==> src/rtl/lzc_norm_iter.sv <==
// Iterative leading-zero counter and normaliser.
// Examines CHUNK bits per clock starting from the MSB chunk, then reports the
// leading-zero count, an all-zero flag and the word shifted so that its first
// '1' lands on the MSB. Ready/valid on both sides; one word in flight at a time.
module lzc_norm_iter #(
  parameter int WIDTH = 16,
  parameter int CHUNK = 4,
  localparam int ZW = $clog2(WIDTH + 1)
) (
  input  logic             clk,
  input  logic             rst_n,
  input  logic             in_valid,
  output logic             in_ready,
  input  logic [WIDTH-1:0] in_data,
  output logic             out_valid,
  input  logic             out_ready,
  output logic [ZW-1:0]    out_count,
  output logic             out_zero,
  output logic [WIDTH-1:0] out_norm
);

  localparam int NCH = WIDTH / CHUNK;
  localparam int CW  = $clog2(NCH + 1);

  typedef enum logic [1:0] {IDLE, SCAN, DONE} state_t;

  state_t             state_reg, state_next;
  logic [WIDTH-1:0]   shift_reg;
  logic [ZW-1:0]      count_reg;
  logic [CW-1:0]      chunks_left_reg;

  logic [CHUNK-1:0]   top_chunk;
  logic               top_zero;
  logic [ZW-1:0]      lead;
  logic [WIDTH-1:0]   shifted_chunk;
  logic               accept;
  logic               last_chunk;

  assign top_chunk  = shift_reg[WIDTH-1 -: CHUNK];
  assign top_zero   = ~|top_chunk;
  assign accept     = in_valid && in_ready;
  assign last_chunk = (chunks_left_reg == CW'(1));

  // A whole-chunk shift only exists when there is more than one chunk; with a
  // single chunk the word is either resolved or all-zero on the first scan edge.
  generate
    if (NCH > 1) begin : g_multi
      assign shifted_chunk = {shift_reg[WIDTH-CHUNK-1:0], {CHUNK{1'b0}}};
    end else begin : g_single
      assign shifted_chunk = '0;
    end
  endgenerate

  // Priority encoder: leading zeros within the top chunk (highest set bit wins).
  always_comb begin
    lead = '0;
    for (int i = 0; i < CHUNK; i++) begin
      if (top_chunk[i]) lead = ZW'(CHUNK - 1 - i);
    end
  end

  // State register.
  always_ff @(posedge clk or negedge rst_n) begin
    if (!rst_n) state_reg <= IDLE;
    else        state_reg <= state_next;
  end

  // Next-state logic.
  always_comb begin
    state_next = state_reg;
    case (state_reg)
      IDLE:    if (accept) state_next = SCAN;
      SCAN:    if (!top_zero || last_chunk) state_next = DONE;
      DONE:    if (out_ready) state_next = IDLE;
      default: state_next = IDLE;
    endcase
  end

  // Handshake outputs; in_ready is held low while the block is in reset.
  always_comb begin
    in_ready  = rst_n && (state_reg == IDLE);
    out_valid = (state_reg == DONE);
  end

  // Datapath: load on accept, walk chunks in SCAN, capture the result on exit.
  always_ff @(posedge clk or negedge rst_n) begin
    if (!rst_n) begin
      shift_reg       <= '0;
      count_reg       <= '0;
      chunks_left_reg <= '0;
      out_count       <= '0;
      out_zero        <= 1'b0;
      out_norm        <= '0;
    end else begin
      case (state_reg)
        IDLE: begin
          if (accept) begin
            shift_reg       <= in_data;
            count_reg       <= '0;
            chunks_left_reg <= CW'(NCH);
          end
        end
        SCAN: begin
          if (top_zero) begin
            if (!last_chunk) begin
              count_reg       <= count_reg + ZW'(CHUNK);
              shift_reg       <= shifted_chunk;
              chunks_left_reg <= chunks_left_reg - CW'(1);
            end else begin
              out_count <= ZW'(WIDTH);
              out_zero  <= 1'b1;
              out_norm  <= '0;
            end
          end else begin
            out_count <= count_reg + lead;
            out_zero  <= 1'b0;
            out_norm  <= shift_reg << lead;
          end
        end
        default: ;
      endcase
    end
  end

endmodule

==> config.mk <==
export PLATFORM = sky130hd
export DESIGN_NAME = lzc_norm_iter
export DESIGN_NICKNAME = d
export VERILOG_FILES = /design/src/rtl/lzc_norm_iter.sv
export SDC_FILE = /design/constraint.sdc
export NUM_CORES = 1
export LEC_CHECK = 0
export BUFFER_PORTS_ARGS = -buffer_cell sky130_fd_sc_hd__buf_2
export CORE_ASPECT_RATIO = 0.7
export CORE_MARGIN = 2
export CORE_UTILIZATION = 55
export DETAILED_ROUTE_END_ITERATION = 12
export PLACE_DENSITY = 0.82
export SKIP_LAST_GASP = 1
export SLEW_MARGIN = 5
export SYNTH_ARGS = -nofsm -noshare
export SYNTH_HDL_FRONTEND = slang
export SYNTH_SLANG_ARGS = --single-unit
==> constraint.sdc <==
create_clock -name clk -period 2.1 [get_ports clk]
set_clock_uncertainty 0.2 [all_clocks]
set_input_delay 0.42 -clock clk [delete_from_list [all_inputs] [get_ports clk]]
set_output_delay 0.42 -clock clk [all_outputs]
set_load 0.02 [all_outputs]
* Word-level counts from Yosys, hierarchy flattened
Cells that the tools add are included.
** Operators by class
- $add $sub $neg :: 3
- Mux-type cells :: 26
- Shifts and indexed selects :: 1
- Reduce and logical (&&, ||, !) cells :: 10
- Equal/unequal tests :: 8
** Operators by type and width (number)
- $mux W16 :: 5
- $pmux W16 S2 :: 1
- $mux W5 :: 5
- $shl A16 B5 Y16 :: 1
- $mux W2 :: 7
- $pmux W5 S2 :: 1
- $mux W3 :: 3
- $ne A2 B2 Y1 const B :: 4
- $pmux W2 S3 :: 1
- $pmux W3 S2 :: 1
- $add A5 B3 Y5 const B :: 1
- $add A5 B5 Y5 :: 1
- $reduce_and A4 Y1 :: 1
- $reduce_bool A2 Y1 :: 2
- $reduce_or A4 Y1 :: 1
- $eq A3 B1 Y1 const B :: 1
- $reduce_and A3 Y1 :: 1
- $sub A3 B1 Y3 const B :: 1
- $eq A2 B1 Y1 const B :: 1
- $eq A2 B2 Y1 const B :: 1
- $logic_and A1 B1 Y1 :: 2
- $logic_not A2 Y1 :: 1
- $mux W1 :: 2
- $ne A2 B1 Y1 const B :: 1
- 2 further kinds :: 2
** Storage, ports and cells
- Output and inout bits :: 24
- Word-level logic and storage cells :: 55
- Input port bits :: 20
- Flip-flop bits (word level) :: 48

* Longest topological paths before layout
- Depth in word-level cells :: 6
- Depth in mapped cells :: 8
- Gate-level depth less buffers :: 6

* Worst setup path before layout
OpenSTA, ideal clock, no wires.
- Kind :: register to register
- Start point :: register shift_reg[12]
- End point :: register shift_reg[1]
- Buffers on the path :: 1
- Required time :: 1.779 ns
- Arrival :: 1.392 ns
- Path slack :: 0.387 ns
- Clock period less this slack :: 1.713 ns
- Library setup time :: 0.121 ns
- Cell stages (with the launch flop) :: 5
- Path through :: dfrtp_1 > nor4_4 > a31oi_1 > buf_2 > a22o_1
** On the way
- Longest elaborated chain between the ends :: 3
** RTL lines
- from (decl) :: RTL line 28 : logic [WIDTH-1:0] shift_reg;
- from (signal assigned) :: RTL line 98 : shift_reg <= in_data;
- from (signal assigned) :: RTL line 107 : shift_reg <= shifted_chunk;
- $reduce_or A4 Y1 :: RTL line 40 : assign top_zero = ~|top_chunk;
- $ne A2 B2 Y1 (no line)
- $reduce_and A4 Y1 (no line)
Every way passes these cells.
A chain may end at the register's enable or synchronous reset.

* Final worst setup path
- Start point :: register shift_reg[13]
- End point :: register out_norm[4]
** On the way
- Longest elaborated chain between the ends :: 5
- Elaborated cells between the ends (all ways) :: 8
** RTL lines
- $mux W2 (3 in series) :: RTL line 58 : if (top_chunk[i]) lead = ZW'(CHUNK - 1 - i);
- $shl A16 B5 Y16 :: RTL line 117 : out_norm <= shift_reg << lead;
- $mux W16 :: RTL line 104 : if (top_zero) begin
- to (signal assigned) :: RTL line 117
- to (decl) :: RTL line 19 : output logic [WIDTH-1:0] out_norm
Parallel ways exist; a longest one is shown, timed or not.

==> flow_summary.toml <==
[outcome]
outcome = "complete, no violations"

[sta]
final_hold_viol_count = 0
maxSlewHeadroom_pct = 58.6
tns_ns = 0
hold-worst-slack_ns = 0.0709
setup_viol = 0
timing.final.crit_period_ns = 1.87
tightest_slew_ns = 0.618
setup_ws_ns = 0.229
rsz0062_at_grt = "no"
report.final.slew_viol_count = 0
clock.fmax_mhz = 534
fin_crit_sh_pct = 89.1

[final_layout]
antennaDiodeCount = 0
final_common_cell = "dfrtp_1"
fin_nets = 325
syn2layout_area_growth_pct = 18.9
fillCellCount = 323
drive_gt1_share_pct = 23.9
stdcell_area_sq_mm = 0.00281
mostFrequentLayoutCells = "dfrtp_1 (46), buf_2 (43), nand2_1 (39), o21ai_0 (31), buf_4 (16)"

[worst_setup_path]
crit_slowest_cell = "nor3_2"
max_stage_delay_ns = 0.52
crit_fanout = 9
cp.required_ns = 2.09
end_kind = "register"
path_class = "reg -> reg"
path_cells = "buf_4 > nor3_2 > nor3_1 > a21oi_1 > o21ai_0"
startpoint_type = "register"
cp.arrival_ns = 1.86

[global_routing]
antenna_found_initial = 0
grt_use_total_pct = 26.0
grt_overflow = 0
grt_max_degree = 41
grt_pass1_vias = 1914
grt_pass1_wl_mm = 9.21

[power]
ir_worst_vdd_uv = 868
leakage_nw = 1.39
power_density_mw_per_mm2 = 1540

[yosys]
synth-async-reset-ratio_pct = 100
synth_enable_flop_cells = 0
synthFlopType = "dfrtp_1"
yosysWarnings = 0
avgSynthCellArea_sq_um = 9.42
synth_cells = 251
yosysSeqAreaShare_pct = 48.7
synth_fp_nets = 275
ys_ff_latch = 46
syn-cell-area_sq_mm = 0.00236
synth_cell_types = 40

[floorplanning]
dieArea_sq_mm = 0.00485
rows = 19
die_w_um = 82.4
core_sq_mm = 0.00402
fp.dieH_um = 58.8
pin_count = 44
start_util_pct = 58.8

[route]
via_count = 2057
wl_per_cell_um = 15.9
postRouteAntennaNets = 0
wirelength_mm = 5.60
drc = 0
drt_iter0_drc = 177
firstDrtPassIters = 4
avgViaCountPerCell = 5.83

[clock_network]
clk_latency_ns = 0.31
cts_root_buffer = "clkbuf_8"
htree_levels = 2
postCtsSetupRepairBufs = 0
clkSinkCount = 46
cts_tree = "yes"
cts_buffer_depth = 2
path_clk_slew_ns = 0.08
cts.repair.resized = 0
cts_made_buffers = 5

[run]
cap_violations = 0

[worst_hold_path]
hold_path.class = "in -> async"

[placement]
dpl_worst_slack_ns = 0.265
place_hpwl_mm = 4.00
io_buffers = 43
place_area_sq_mm = 0.00269
gp_congestion = 0.870
power breakdown:
group	internal, W	switching [W]
registers	0.00125	0.000402
logic	0.000824	0.00118
clock network	0.000381	0.000307
total	0.00245	0.00189
cells by family (layout without fill, tap and decap cells):
kind of cell,count (synthesis),after routing,share of synthesized area (%)
compound gates,71,71,18.7
other cells,1,1,0.159
fa+ha+maj,4,4,2.12
flops,46,46,48.7
buf+inv,24,74,4.61
mux,13,13,5.51
xor+xnor,4,4,1.48
simple gates,88,88,18.7
layer usage:
metal  GRT usage [%]  vias up  part of all wire (%)  wire [um]
li1                -      983                     -          -
met1            38.2      974                    47       2640
met2            38.1       90                    43       2410
met3            6.75       10                   8.5        476
met4            7.86        0                   1.3         74
met5               0        -                     0          0
cells in the mapped netlist (2+ instances only):
cell	count	area share, %
a211oi_1	2	0.64
a21oi_1	13	2.8
a22o_1	4	1.5
a32o_1	2	0.85
buf_2	8	1.7
buf_4	2	0.64
clkbuf_1	6	0.95
dfrtp_1	46	49
ha_1	4	2.1
inv_1	7	1.1
mux2i_1	13	5.5
nand2_1	39	6.2
nand2b_1	6	1.6
nand3_1	5	1.1
nand4_1	2	0.53
nor2_1	9	1.4
nor2b_1	12	3.2
nor3_1	8	1.7
o21ai_0	31	6.6
o21ai_1	2	0.42
o221ai_1	9	3.3
xor2_1	3	1.1
layout make-up:
| type | count | area, sq um | share of cell area (%) |
|---|---|---|---|
| Inverter | 7 | 26.3 | 0.935 |
| Tap cell | 52 | 65.1 | 2.32 |
| Multi-Input combinational cell | 181 | 1110 | 39.5 |
| Clock buffer | 6 | 82.6 | 2.94 |
| Clock inverter | 1 | 30.0 | 1.07 |
| Sequential cell | 46 | 1150 | 41.0 |
| Timing Repair Buffer | 60 | 345 | 12.3 |
final timing paths:
check | start | end | slack (ns) | depth (start not counted)
max in group asynchronous | rst_n | state_reg[0] | 1.07 | 3
setup / recovery | shift_reg[13] | out_norm[4] | 0.23 | 5
setup reg to reg | shift_reg[13] | out_norm[4] | 0.23 | 5
hold reg to reg | out_norm[0] | out_norm[0] | 0.28 | 2
min in group clk | out_ready | state_reg[1] | 0.11 | 2
hold / removal | rst_n | out_norm[14] | 0.07 | 2
timing repair:
action,4_1_cts,5_1_grt
endpoints found under the hold margin,6,0
hold buffers,1,0
endpoints found under the setup margin,0,0
critical path: cells and delay by family (launching register included):
kind / cells / cell delay [ns]
buf+inv: 1 / 0.19
compound gates: 2 / 0.27
flops: 1 / 0.45
simple gates: 2 / 0.64
metrics by stage:
stage / utilization, % / total power, W / cells
6_report: 69.9 / 0.00434 / 353
5_1_grt: 69.9 / 0.00465 / 353
4_1_cts: 69.9 / 0.00432 / 353
3_5_place_dp: 66.9 / 0.00362 / 345
3_3_place_gp: 66.9 / 0.00355 / 345
2_1_floorplan: - / 0.00298 / 251
Note: power is estimated with default switching activity, not from simulation.
